[config.mk]
export PLATFORM = sky130hd
export DESIGN_NAME = instruction_fetch_mem
export DESIGN_NICKNAME = d
export VERILOG_FILES = /design/src/rtl/imem_pkg.sv /design/src/rtl/imem_rsp_fifo.sv /design/src/rtl/instruction_fetch_mem.sv
export SDC_FILE = /design/constraint.sdc
export NUM_CORES = 1
export LEC_CHECK = 0
export ABC_CLOCK_PERIOD_IN_PS = 5100
export CAP_MARGIN = 40
export CORE_ASPECT_RATIO = 1.4
export CORE_MARGIN = 8
export CORE_UTILIZATION = 30
export CTS_BUF_LIST = sky130_fd_sc_hd__clkbuf_4 sky130_fd_sc_hd__clkbuf_8
export DETAILED_ROUTE_END_ITERATION = 16
export PLACE_DENSITY = 0.56
export SETUP_SLACK_MARGIN = 0.2
export SYNTH_ARGS = -nofsm -noshare
export SYNTH_HDL_FRONTEND = slang
export SYNTH_SLANG_ARGS = --single-unit
[constraint.sdc]
create_clock -name clk -period 5.1 [get_ports clk]
set_clock_uncertainty 0.05 [all_clocks]
set_input_delay 0.51 -clock clk [delete_from_list [all_inputs] [get_ports clk]]
set_output_delay 0.51 -clock clk [all_outputs]
set_load 0.01 [all_outputs]
[src/rtl/imem_pkg.sv]
// imem_pkg: shared fault codes, NOP constant and response payload for instruction_fetch_mem
package imem_pkg;
   localparam logic [1:0] FAULT_NONE     = 2'b00;
   localparam logic [1:0] FAULT_MISALIGN = 2'b01;
   localparam logic [1:0] FAULT_RANGE    = 2'b10;
   localparam logic [31:0] NOP = 32'h0000_0013;
   typedef struct packed {
      logic [31:0] inst;
      logic [1:0]  fault;
   } rsp_t;
endpackage

[src/rtl/imem_rsp_fifo.sv]
// imem_rsp_fifo: ordered response buffer with occupancy counter and modulo-DEPTH pointers
// Ports: clk, rst_n (async active-low), flush (clear all entries), push/din (enqueue),
//        pop (dequeue head), dout (head entry), count (occupancy).
module imem_rsp_fifo #(
   parameter int W     = 34,
   parameter int DEPTH = 2
) (
   input  logic                           clk,
   input  logic                           rst_n,
   input  logic                           flush,
   input  logic                           push,
   input  logic [W-1:0]                   din,
   input  logic                           pop,
   output logic [W-1:0]                   dout,
   output logic [$clog2(DEPTH+1)-1:0]     count
);
   localparam int PW = $clog2(DEPTH);
   localparam int CW = $clog2(DEPTH+1);
   logic [W-1:0]  store [DEPTH];
   logic [PW-1:0] rd_ptr, wr_ptr;
   // DEPTH need not be a power of two, so wrap explicitly
   function automatic logic [PW-1:0] next_ptr(input logic [PW-1:0] p);
      return (p == PW'(DEPTH-1)) ? '0 : p + PW'(1);
   endfunction
   always_ff @(posedge clk or negedge rst_n) begin
      if (!rst_n) begin
         rd_ptr <= '0;
         wr_ptr <= '0;
         count  <= '0;
      end else if (flush) begin
         rd_ptr <= '0;
         wr_ptr <= '0;
         count  <= '0;
      end else begin
         if (push) wr_ptr <= next_ptr(wr_ptr);
         if (pop) rd_ptr <= next_ptr(rd_ptr);
         count <= count + CW'(push) - CW'(pop);
      end
   end
   always_ff @(posedge clk) begin
      if (push && !flush) store[wr_ptr] <= din;
   end
   assign dout = store[rd_ptr];
endmodule

[src/rtl/instruction_fetch_mem.sv]
// instruction_fetch_mem: byte-addressed instruction memory with ordered, back-pressured fetch responses
module instruction_fetch_mem
   import imem_pkg::*;
#(
   parameter int    ADDR_W      = 64,
   parameter int    DEPTH_BYTES = 256,
   parameter string INIT_FILE   = "",
   parameter int    RSP_DEPTH   = 2
) (
   input  logic              clk,
   input  logic              rst_n,
   input  logic              req_valid,
   output logic              req_ready,
   input  logic [ADDR_W-1:0] req_addr,
   output logic              rsp_valid,
   input  logic              rsp_ready,
   output logic [31:0]       rsp_inst,
   output logic [ADDR_W-1:0] rsp_addr,
   output logic [1:0]        rsp_fault,
   input  logic              flush
`ifdef IMEM_WRITE_PORT_EN
   ,
   input  logic              wr_en,
   input  logic [ADDR_W-1:0] wr_addr,
   input  logic [31:0]       wr_data,
   input  logic [3:0]        wr_be
`endif
);
   localparam int AW = $clog2(DEPTH_BYTES);
   localparam int CW = $clog2(RSP_DEPTH+1);
   localparam int FW = ADDR_W + $bits(rsp_t);
   logic [7:0]        mem [DEPTH_BYTES];
   logic [AW-1:0]     a;
   rsp_t              rsp, head;
   logic [ADDR_W-1:0] head_addr;
   logic [CW-1:0]     count;
   logic              live, pop, push;
   initial begin
      for (int i = 0; i < DEPTH_BYTES; i++) mem[i] = 8'h00;
   end
`ifdef IMEM_WRITE_PORT_EN
   logic          wr_ok;
   logic [AW-1:0] wa;
   assign wr_ok = wr_en && (wr_addr[1:0] == 2'b00) && (wr_addr <= ADDR_W'(DEPTH_BYTES-4));
   assign wa    = {wr_addr[AW-1:2], 2'b00};
   always_ff @(posedge clk) begin
      if (wr_ok)
         for (int b = 0; b < 4; b++)
            if (wr_be[b]) mem[wa + AW'(b)] <= wr_data[8*b +: 8];
   end
`endif
   assign a = req_addr[AW-1:0];
   always_comb begin
      rsp.fault = (req_addr[1:0] != 2'b00)               ? FAULT_MISALIGN :
                  (req_addr > ADDR_W'(DEPTH_BYTES-4))    ? FAULT_RANGE    : FAULT_NONE;
      rsp.inst  = (rsp.fault != FAULT_NONE) ? NOP :
                  {mem[a + AW'(3)], mem[a + AW'(2)], mem[a + AW'(1)], mem[a]};
   end
   always_ff @(posedge clk or negedge rst_n) begin
      if (!rst_n) live <= 1'b0;
      else live <= 1'b1;
   end
   assign rsp_valid = (count != '0);
   assign pop       = rsp_valid && rsp_ready;
   assign req_ready = live && !flush && ((count < CW'(RSP_DEPTH)) || pop);
   assign push      = req_valid && req_ready;
   imem_rsp_fifo #(.W(FW), .DEPTH(RSP_DEPTH)) u_fifo (
      .clk   (clk),
      .rst_n (rst_n),
      .flush (flush),
      .push  (push),
      .din   ({req_addr, rsp}),
      .pop   (pop),
      .dout  ({head_addr, head}),
      .count (count)
   );
   assign rsp_inst  = rsp_valid ? head.inst  : '0;
   assign rsp_fault = rsp_valid ? head.fault : '0;
   assign rsp_addr  = rsp_valid ? head_addr  : '0;
endmodule
==> results of run 1 <==
==> power groups by stage <==
| stage | Clock [W] | Combinational, W | Sequential [W] |
|---|---|---|---|
| detailed placement | 0 | 0.000894 | 0.00139 |
| global route | 0.000849 | 0.000952 | 0.00137 |
| finish | 0.000778 | 0.000873 | 0.00136 |
| floorplan | 0 | 0.000506 | 0.00132 |
| CTS | 0.000812 | 0.000898 | 0.00136 |
| global placement | 0 | 0.000882 | 0.00139 |
==> kinds of logic after synthesis <==
| group | count (synthesis) |
|---|---|
| compound gates | 1 |
| buf+inv | 52 |
| flops | 139 |
| xor+xnor | 4 |
| other cells | 2 |
| simple gates | 101 |
| mux | 67 |
| fa+ha+maj | 2 |
==> placed cells by master, fill, tap and decap left out <==
cell / netlist / final
sky130_fd_sc_hd__inv_6: 0 / 3
sky130_fd_sc_hd__mux2i_1: 67 / 67
sky130_fd_sc_hd__inv_1: 6 / 6
sky130_fd_sc_hd__clkinv_4: 0 / 5
sky130_fd_sc_hd__dfrtp_4: 0 / 1
sky130_fd_sc_hd__nand2_1: 2 / 2
sky130_fd_sc_hd__nor2b_1: 2 / 2
sky130_fd_sc_hd__nor4_2: 6 / 6
sky130_fd_sc_hd__clkinv_1: 0 / 1
sky130_fd_sc_hd__nor4_1: 9 / 9
sky130_fd_sc_hd__xor2_1: 1 / 1
sky130_fd_sc_hd__inv_8: 0 / 1
sky130_fd_sc_hd__dfrtp_1: 5 / 4
sky130_fd_sc_hd__nand4_1: 4 / 4
sky130_fd_sc_hd__o311ai_1: 1 / 1
sky130_fd_sc_hd__nor3b_1: 1 / 1
sky130_fd_sc_hd__edfxtp_1: 134 / 134
sky130_fd_sc_hd__nor2_1: 75 / 72
sky130_fd_sc_hd__clkinvlp_4: 0 / 3
sky130_fd_sc_hd__buf_4: 32 / 2
sky130_fd_sc_hd__clkinv_2: 0 / 2
sky130_fd_sc_hd__buf_12: 0 / 4
sky130_fd_sc_hd__clkdlybuf4s50_1: 0 / 139
sky130_fd_sc_hd__ha_1: 2 / 2
sky130_fd_sc_hd__and2_1: 1 / 1
sky130_fd_sc_hd__nor2_4: 0 / 3
sky130_fd_sc_hd__nand4bb_1: 1 / 1
sky130_fd_sc_hd__conb_1: 2 / 30
sky130_fd_sc_hd__xnor2_1: 3 / 3
sky130_fd_sc_hd__clkbuf_8: 0 / 17
==> critical path: stages, from the launching register on <==
cell and delay (ns):
sky130_fd_sc_hd__dfrtp_4 0.96, sky130_fd_sc_hd__buf_4 0.51, sky130_fd_sc_hd__mux2i_1 0.30, sky130_fd_sc_hd__nor2_1 0.06, sky130_fd_sc_hd__clkdlybuf4s50_1 0.50
==> worst min path at each step <==
stage	start	end	slack [ns]	depth (start not counted)
final	rst_n	u_fifo.count[1]	0.26	1
after global routing	rst_n	u_fifo.count[1]	0.24	1
after detailed placement	u_fifo.wr_ptr	u_fifo.store[0][44]	0.57	1
after CTS	rst_n	live	0.21	1
after floorplan	rst_n	live	0.16	0
after global placement	u_fifo.count[1]	u_fifo.count[1]	0.67	3
==> per-stage QoR <==
step / util / hold slack, ns / std cells / total power, W / area, um2
3_3_place_gp: 0.384 / 0.668 / 741 / 0.00227 / 7290
5_1_grt: 0.404 / 0.239 / 775 / 0.00317 / 7680
6_report: 0.404 / 0.260 / 775 / 0.00301 / 7680
3_5_place_dp: 0.386 / 0.572 / 743 / 0.00228 / 7330
2_1_floorplan: - / 0.164 / 396 / 0.00183 / 5830
4_1_cts: 0.404 / 0.210 / 775 / 0.00307 / 7680
==> final cells by class <==
cell class | count | area share
Clock buffer | 17 | 0.0305
Clock inverter | 15 | 0.0153
Inverter | 6 | 0.00293
Multi-Input combinational cell | 205 | 0.177
Sequential cell | 139 | 0.541
Tap cell | 248 | 0.0404
Timing Repair Buffer | 145 | 0.194
==> state kept, by name, summed over array words and instances (netlist names) <==
register	count
live	1
u_fifo.wr_ptr	1
u_fifo.rd_ptr	1
u_fifo.count	2
u_fifo.store	134
==> metal layers <==
layer,wire length (um),track usage,part of all wire
met3,935,0.0379,0.071
met4,236,0.0503,0.018
met2,7000,0.203,0.53
met1,4970,0.112,0.38
met5,0,0,0
==> flow_summary.html, run 1 <==
<table>
<tr><th>Metric</th><th>Value</th></tr>
<tr><th colspan="2">Status</th></tr>
<tr><td>Status</td><td>complete, no violations</td></tr>
<tr><th colspan="2">Setup path</th></tr>
<tr><td>Crit path arrival time</td><td>2.77 ns</td></tr>
<tr><td>Worst setup startpoint</td><td>u_fifo.rd_ptr</td></tr>
<tr><td>RR Startpoint</td><td>u_fifo.count[1]</td></tr>
<tr><td>CP required</td><td>4.54 ns</td></tr>
<tr><td>Endpoint of the most critical setup path</td><td>rsp_addr[46]</td></tr>
<tr><td>Element type at the critical path start</td><td>flop</td></tr>
<tr><td>Reg-to-reg critical path endpoint</td><td>u_fifo.count[0]</td></tr>
<tr><td>Setup CP Type</td><td>flop to output pin</td></tr>
<tr><td>Type of element capturing the critical path</td><td>output pin</td></tr>
<tr><td>Number of cells traversed by the worst register-to-register path</td><td>7</td></tr>
<tr><td>Maximum fanout along the worst path</td><td>46</td></tr>
<tr><td>Worst reg2reg setup slack</td><td>2.92 ns</td></tr>
<tr><th colspan="2">CTS</th></tr>
<tr><td>Hold bufs inserted after CTS</td><td>0</td></tr>
<tr><td>Post-cts sizing count</td><td>0</td></tr>
<tr><td>Clock net sink count</td><td>139</td></tr>
<tr><td>TritonCTS clock tree</td><td>done</td></tr>
<tr><td>Deepest clock path buffer count</td><td>2</td></tr>
<tr><td>Number of H-tree levels</td><td>4</td></tr>
<tr><td>Skew-Pair Late Insertion Delay</td><td>0.42 ns</td></tr>
<tr><td>Root Buffer Master</td><td>sky130_fd_sc_hd__clkbuf_8</td></tr>
<tr><td>Number of buffers added by the clock tree synthesis step</td><td>17</td></tr>
<tr><td>Post-CTS repair timing setup buffer count</td><td>0</td></tr>
<tr><td>Post-CTS clock slew at the launch and capture registers of the worst setup and hold paths</td><td>0.08 ns</td></tr>
<tr><th colspan="2">STA</th></tr>
<tr><td>Transition time of the tightest slew-check pin</td><td>0.804 ns</td></tr>
<tr><td>Max-slew headroom at the worst pin</td><td>0.464</td></tr>
<tr><td>Max Transition Viols Final</td><td>0</td></tr>
<tr><td>RSZ-0062 raised after global routing</td><td>false</td></tr>
<tr><td>Post-route setup TNS</td><td>0 ns</td></tr>
<tr><td>Final-report hold violation count</td><td>0</td></tr>
<tr><td>Minimum clock period after layout</td><td>3.33 ns</td></tr>
<tr><td>Crit path setup slack, layout</td><td>1.77 ns</td></tr>
<tr><td>Highest clock frequency the design can meet</td><td>0.300 GHz</td></tr>
<tr><td>Final count of negative-setup-slack endpoints</td><td>0</td></tr>
<tr><td>Ratio of final minimum period to clock period</td><td>0.654</td></tr>
<tr><th colspan="2">Synth</th></tr>
<tr><td>Count of flip-flops with a built-in enable after synthesis</td><td>134</td></tr>
<tr><td>Most area-hungry cell type in the Yosys netlist</td><td>sky130_fd_sc_hd__edfxtp_1</td></tr>
<tr><td>Number of register bits inferred by synthesis</td><td>139</td></tr>
<tr><td>Share of Yosys cell area claimed by the top area cell type</td><td>0.703</td></tr>
<tr><td>Mapped Cells</td><td>368</td></tr>
<tr><td>Number of warning messages in the yosys log</td><td>0</td></tr>
<tr><td>Most instantiated library cell after synthesis</td><td>sky130_fd_sc_hd__edfxtp_1</td></tr>
<tr><td>Complex-gate fraction of the synthesized area</td><td>0.00153</td></tr>
<tr><td>Post-synthesis average cell area</td><td>15.5 um2</td></tr>
<tr><td>Main combinational cell family by area after synthesis</td><td>multiplexers</td></tr>
<tr><td>Proportion of synthesized flip-flops having asynchronous set or reset</td><td>0.0360</td></tr>
<tr><td>Adder and majority cell fraction of the synthesized area</td><td>0.00437</td></tr>
<tr><td>Sequential element share of the synthesized area</td><td>0.725</td></tr>
<tr><td>Most frequently used flop master after synthesis</td><td>sky130_fd_sc_hd__edfxtp_1</td></tr>
<tr><td>Synth area leaders</td><td>sky130_fd_sc_hd__edfxtp_1 70%, sky130_fd_sc_hd__mux2i_1 12%, sky130_fd_sc_hd__nor2_1 4.9%</td></tr>
<tr><td>Xor and xnor area share after synthesis</td><td>0.00612</td></tr>
<tr><td>Synth cell types</td><td>22</td></tr>
<tr><td>Top cells by instance count after synthesis</td><td>134 x sky130_fd_sc_hd__edfxtp_1, 75 x sky130_fd_sc_hd__nor2_1, 67 x sky130_fd_sc_hd__mux2i_1, 32 x sky130_fd_sc_hd__buf_4</td></tr>
<tr><td>Synth Cell Area</td><td>5720 um2</td></tr>
<tr><td>Area fraction in and, or, nand and nor cells after synthesis</td><td>0.0844</td></tr>
<tr><td>Multiplexer share of the synthesized area</td><td>0.117</td></tr>
<tr><th colspan="2">Power and ir drop</th></tr>
<tr><td>Switching share of power</td><td>0.303</td></tr>
<tr><td>Switching power of the nets</td><td>0.000911 W</td></tr>
<tr><td>Fraction of power consumed by the clock network</td><td>0.259</td></tr>
<tr><td>Seq pwr share</td><td>0.451</td></tr>
<tr><td>Leakage power summed over all cells</td><td>2.49 nW</td></tr>
<tr><td>Cell-internal power</td><td>0.00210 W</td></tr>
<tr><td>Logic gate share of total power</td><td>0.290</td></tr>
<tr><td>Cell Pwr Density</td><td>392 nW/um2</td></tr>
<tr><td>Max IR drop VDD</td><td>157 uV</td></tr>
<tr><th colspan="2">Floorplanning</th></tr>
<tr><td>Number of placement rows</td><td>60</td></tr>
<tr><td>Die area</td><td>23800 um2</td></tr>
<tr><td>Starting utilization of the core area</td><td>0.301</td></tr>
<tr><td>Number of I/O pins</td><td>169</td></tr>
<tr><td>Die height</td><td>179 um</td></tr>
<tr><td>Floorplan Core Area</td><td>19000 um2</td></tr>
<tr><td>Horizontal die dimension</td><td>133 um</td></tr>
<tr><th colspan="2">Cells and area</th></tr>
<tr><td>Area occupied by registers</td><td>4150 um2</td></tr>
<tr><td>Growth of design area from synthesis to finish</td><td>34.3%</td></tr>
<tr><td>Area of combinational cells with multiple inputs</td><td>1360 um2</td></tr>
<tr><td>Fraction of final layout cells with drive strength greater than 1</td><td>0.0892</td></tr>
<tr><td>Layout net count</td><td>585</td></tr>
<tr><td>Number of filler cells placed in the layout</td><td>1807</td></tr>
<tr><td>Antenna cells</td><td>0</td></tr>
<tr><th colspan="2">Placed design</th></tr>
<tr><td># port buffers</td><td>139</td></tr>
<tr><td>Pre-CTS setup slack</td><td>2.16 ns</td></tr>
<tr><td>Last weighted congestion value of the routability-driven placer</td><td>0.727</td></tr>
<tr><td>Post-detailed-placement half-perimeter wirelength</td><td>9.67 mm</td></tr>
<tr><th colspan="2">GRT</th></tr>
<tr><td>Via count of the first global-routing pass</td><td>3788</td></tr>
<tr><td>Total grt overflow</td><td>0</td></tr>
<tr><td>Global-route wire length before repair</td><td>20.1 mm</td></tr>
<tr><td>Total GRT Usage</td><td>0.111</td></tr>
<tr><td>Maximum number of pins on one net before global-route repair</td><td>47</td></tr>
<tr><td>Number of antenna violations at the first check in global routing</td><td>0</td></tr>
<tr><th colspan="2">Drt</th></tr>
<tr><td>Via count of the routed design</td><td>3370</td></tr>
<tr><td>Number of iterations in the first detailed-routing pass</td><td>4</td></tr>
<tr><td>Vias per cell</td><td>4.35</td></tr>
<tr><td>Aggregate routed wire length</td><td>13.1 mm</td></tr>
<tr><td>Initial DRC Count</td><td>141</td></tr>
<tr><td>Remaining design rule violation count</td><td>0</td></tr>
<tr><td>Average routed wire per standard cell</td><td>17.0 um</td></tr>
<tr><td>Antenna-violating nets left</td><td>0</td></tr>
<tr><th colspan="2">Run</th></tr>
<tr><td>Max Cap Viol</td><td>0</td></tr>
<tr><th colspan="2">Min path</th></tr>
<tr><td>Worst Hold Class</td><td>input port to async pin</td></tr>
</table>
Power figures use the tool's default switching activity.
==> inputs of run 2 (changes only) <==
--- a/config.mk
+++ b/config.mk
@@ -5,14 +5,14 @@
 export SDC_FILE = /design/constraint.sdc
 export NUM_CORES = 1
 export LEC_CHECK = 0
-export ABC_CLOCK_PERIOD_IN_PS = 5100
+export ABC_CLOCK_PERIOD_IN_PS = 2900
 export CAP_MARGIN = 40
 export CORE_ASPECT_RATIO = 1.4
 export CORE_MARGIN = 8
 export CORE_UTILIZATION = 30
 export CTS_BUF_LIST = sky130_fd_sc_hd__clkbuf_4 sky130_fd_sc_hd__clkbuf_8
 export DETAILED_ROUTE_END_ITERATION = 16
-export PLACE_DENSITY = 0.56
+export PLACE_DENSITY = 0.58
 export SETUP_SLACK_MARGIN = 0.2
 export SYNTH_ARGS = -nofsm -noshare
 export SYNTH_HDL_FRONTEND = slang
==> constraint.sdc (replaced) <==
create_clock -name clk -period 2.9 [get_ports clk]
set_clock_uncertainty 0.05 [all_clocks]
set_input_delay 0.29 -clock clk [delete_from_list [all_inputs] [get_ports clk]]
set_output_delay 0.29 -clock clk [all_outputs]
set_load 0.01 [all_outputs]
==> flow_summary.html, run 2 (synthesized netlist as in run 1, its figures left out) <==
<table>
<tr><th>Metric</th><th>Value</th></tr>
<tr><th colspan="2">Drt</th></tr>
<tr><td>Via count of the routed design</td><td>3430</td></tr>
<tr><td>Average routed wire per standard cell</td><td>16.9 um</td></tr>
<tr><td>Remaining design rule violation count</td><td>0</td></tr>
<tr><td>Aggregate routed wire length</td><td>13.3 mm</td></tr>
<tr><td>Antenna-violating nets left</td><td>0</td></tr>
<tr><td>Vias per cell</td><td>4.35</td></tr>
<tr><td>Initial DRC Count</td><td>149</td></tr>
<tr><td>Number of iterations in the first detailed-routing pass</td><td>4</td></tr>
<tr><th colspan="2">STA</th></tr>
<tr><td>Ratio of final minimum period to clock period</td><td>0.850</td></tr>
<tr><td>Max Transition Viols Final</td><td>0</td></tr>
<tr><td>Highest clock frequency the design can meet</td><td>0.406 GHz</td></tr>
<tr><td>Minimum clock period after layout</td><td>2.47 ns</td></tr>
<tr><td>RSZ-0062 raised after global routing</td><td>false</td></tr>
<tr><td>Final count of negative-setup-slack endpoints</td><td>0</td></tr>
<tr><td>Final hold slack</td><td>0.416 ns</td></tr>
<tr><td>Final-report hold violation count</td><td>0</td></tr>
<tr><td>Crit path setup slack, layout</td><td>0.435 ns</td></tr>
<tr><th colspan="2">Floorplanning</th></tr>
<tr><td>Horizontal die dimension</td><td>133 um</td></tr>
<tr><td>Number of placement rows</td><td>60</td></tr>
<tr><td>Starting utilization of the core area</td><td>0.301</td></tr>
<tr><td>Number of I/O pins</td><td>169</td></tr>
<tr><td>Floorplan Core Area</td><td>19000 um2</td></tr>
<tr><td>Die area</td><td>23800 um2</td></tr>
<tr><td>Die height</td><td>179 um</td></tr>
<tr><th colspan="2">Placed design</th></tr>
<tr><td>Pre-CTS setup slack</td><td>0.512 ns</td></tr>
<tr><td># port buffers</td><td>139</td></tr>
<tr><td>Last weighted congestion value of the routability-driven placer</td><td>0.743</td></tr>
<tr><td>Post-detailed-placement half-perimeter wirelength</td><td>9.66 mm</td></tr>
<tr><td>Placed cell count</td><td>747</td></tr>
<tr><th colspan="2">Power and ir drop</th></tr>
<tr><td>Fraction of power consumed by the clock network</td><td>0.289</td></tr>
<tr><td>Switching share of power</td><td>0.284</td></tr>
<tr><td>Switching power of the nets</td><td>0.00161 W</td></tr>
<tr><td>Max IR drop VDD</td><td>361 uV</td></tr>
<tr><td>Cell-internal power</td><td>0.00406 W</td></tr>
<tr><td>Logic gate share of total power</td><td>0.303</td></tr>
<tr><td>Seq pwr share</td><td>0.408</td></tr>
<tr><td>Total design power</td><td>0.00566 W</td></tr>
<tr><td>Cell Pwr Density</td><td>720 nW/um2</td></tr>
<tr><td>Leakage power summed over all cells</td><td>2.60 nW</td></tr>
<tr><th colspan="2">Setup path</th></tr>
<tr><td>Maximum fanout along the worst path</td><td>14</td></tr>
<tr><td>CP required</td><td>2.56 ns</td></tr>
<tr><td>Type of element capturing the critical path</td><td>output pin</td></tr>
<tr><td>Element type at the critical path start</td><td>flop</td></tr>
<tr><td>Setup CP Type</td><td>flop to output pin</td></tr>
<tr><td>Crit path arrival time</td><td>2.13 ns</td></tr>
<tr><th colspan="2">CTS</th></tr>
<tr><td>TritonCTS clock tree</td><td>done</td></tr>
<tr><td>Post-CTS clock slew at the launch and capture registers of the worst setup and hold paths</td><td>0.08 ns</td></tr>
<tr><td>Skew-Pair Late Insertion Delay</td><td>0.43 ns</td></tr>
<tr><td>Root Buffer Master</td><td>sky130_fd_sc_hd__clkbuf_8</td></tr>
<tr><td>Clock net sink count</td><td>139</td></tr>
<tr><td>Number of buffers added by the clock tree synthesis step</td><td>17</td></tr>
<tr><td>Number of H-tree levels</td><td>4</td></tr>
<tr><td>Deepest clock path buffer count</td><td>2</td></tr>
<tr><th colspan="2">Cells and area</th></tr>
<tr><td>Flip-flop count of the largest register after layout</td><td>134</td></tr>
<tr><td>Most common library cell in the layout ignoring fill and taps</td><td>sky130_fd_sc_hd__clkdlybuf4s50_1</td></tr>
<tr><td>Most used cells in the layout excluding fill and tap cells</td><td>139 x sky130_fd_sc_hd__clkdlybuf4s50_1, 134 x sky130_fd_sc_hd__edfxtp_1, 72 x sky130_fd_sc_hd__nor2_1</td></tr>
<tr><td>Layout net count</td><td>599</td></tr>
<tr><td>Growth of design area from synthesis to finish</td><td>37.6%</td></tr>
<tr><td>Antenna cells</td><td>0</td></tr>
<tr><td>Fraction of final layout cells with drive strength greater than 1</td><td>0.113</td></tr>
<tr><td>Largest reg by FF count</td><td>u_fifo.store</td></tr>
<tr><td>Largest registers</td><td>u_fifo.store x134, u_fifo.count x2</td></tr>
<tr><td>Non-filler instance count after layout</td><td>789</td></tr>
<tr><th colspan="2">GRT</th></tr>
<tr><td>Maximum number of pins on one net before global-route repair</td><td>38</td></tr>
<tr><td>Total GRT Usage</td><td>0.112</td></tr>
<tr><td>Number of antenna violations at the first check in global routing</td><td>0</td></tr>
<tr><td>Via count of the first global-routing pass</td><td>3720</td></tr>
<tr><td>Total grt overflow</td><td>0</td></tr>
<tr><td>Global-route wire length before repair</td><td>20.4 mm</td></tr>
<tr><th colspan="2">Min path</th></tr>
<tr><td>Worst Hold Class</td><td>input port to flop</td></tr>
<tr><th colspan="2">Run</th></tr>
<tr><td>Max Cap Viol</td><td>0</td></tr>
<tr><th colspan="2">Status</th></tr>
<tr><td>Status</td><td>complete, no violations</td></tr>
</table>
==> run 2: changes by cell type in the layout (fill, tap and decap cells not counted), sizes merged <==
cell,change
clkinvlp,-2
buf,+13
clkinv,-4
clkbuf,+3
bufinv,+3
dlygate4sd3,+1
==> run 2: critical path, stage by stage, from the launching register on <==
cell	delay (ns)
sky130_fd_sc_hd__dfrtp_4	0.55
sky130_fd_sc_hd__buf_4	0.30
sky130_fd_sc_hd__mux2i_1	0.22
sky130_fd_sc_hd__nor2_1	0.06
sky130_fd_sc_hd__clkdlybuf4s50_1	0.55
==> run 2: path summary, 6_finish.rpt <==
kind / from / end / slack [ns] / cells after the start
max: u_fifo.rd_ptr / rsp_addr[39] / 0.43 / 4
max reg2reg: u_fifo.count[1] / u_fifo.store[0][75] / 0.78 / 4
max in group asynchronous: rst_n / u_fifo.rd_ptr / 2.00 / 2
min reg2reg: u_fifo.wr_ptr / u_fifo.store[0][35] / 0.67 / 1
min in group asynchronous: rst_n / live / 0.58 / 2
min: req_addr[36] / u_fifo.store[1][70] / 0.42 / 1
==> run 2: repair_timing <==
action | CTS | global route
hold buffers | 1 | 0
setup endpoints to repair | 0 | 7
endpoints found under the hold margin | 5 | 0
buffers inserted | 0 | 9
resized for setup | 0 | 0
==> run 2: per-layer routing <==
metal / GRT usage / vias to the layer above / part of all wire
met5: 0 / - / 0
met4: 0.0370 / 0 / 0.012
met3: 0.0446 / 12 / 0.075
met2: 0.204 / 118 / 0.53
met1: 0.115 / 1690 / 0.38
li1: - / 1610 / -
==> run 2: final cells by class <==
class / instances / area, um2
inverter: 6 / 22.5
fill: 1800 / 11100
tap: 248 / 310
clock inverter: 12 / 164
clock buffer: 20 / 256
timing repair buffer: 159 / 1610
multi-input combinational: 205 / 1360
sequential: 139 / 4150
==> run 2: stage by stage <==
step	instance area [um2]	util	setup TNS (ns)
2_1_floorplan	5830	-	-22.98
3_3_place_gp	7370	0.388	0
3_5_place_dp	7370	0.388	0
4_1_cts	7800	0.411	0
5_1_grt	7870	0.414	0
6_report	7870	0.414	0
==> run 2: power groups by stage <==
stage / registers, W / logic [W] / clock network [W]
floorplan: 0.00233 / 0.000891 / 0
global placement: 0.00237 / 0.00167 / 0
detailed placement: 0.00238 / 0.00168 / 0
CTS: 0.00233 / 0.00169 / 0.00170
global route: 0.00232 / 0.00186 / 0.00178
finish: 0.00231 / 0.00171 / 0.00164
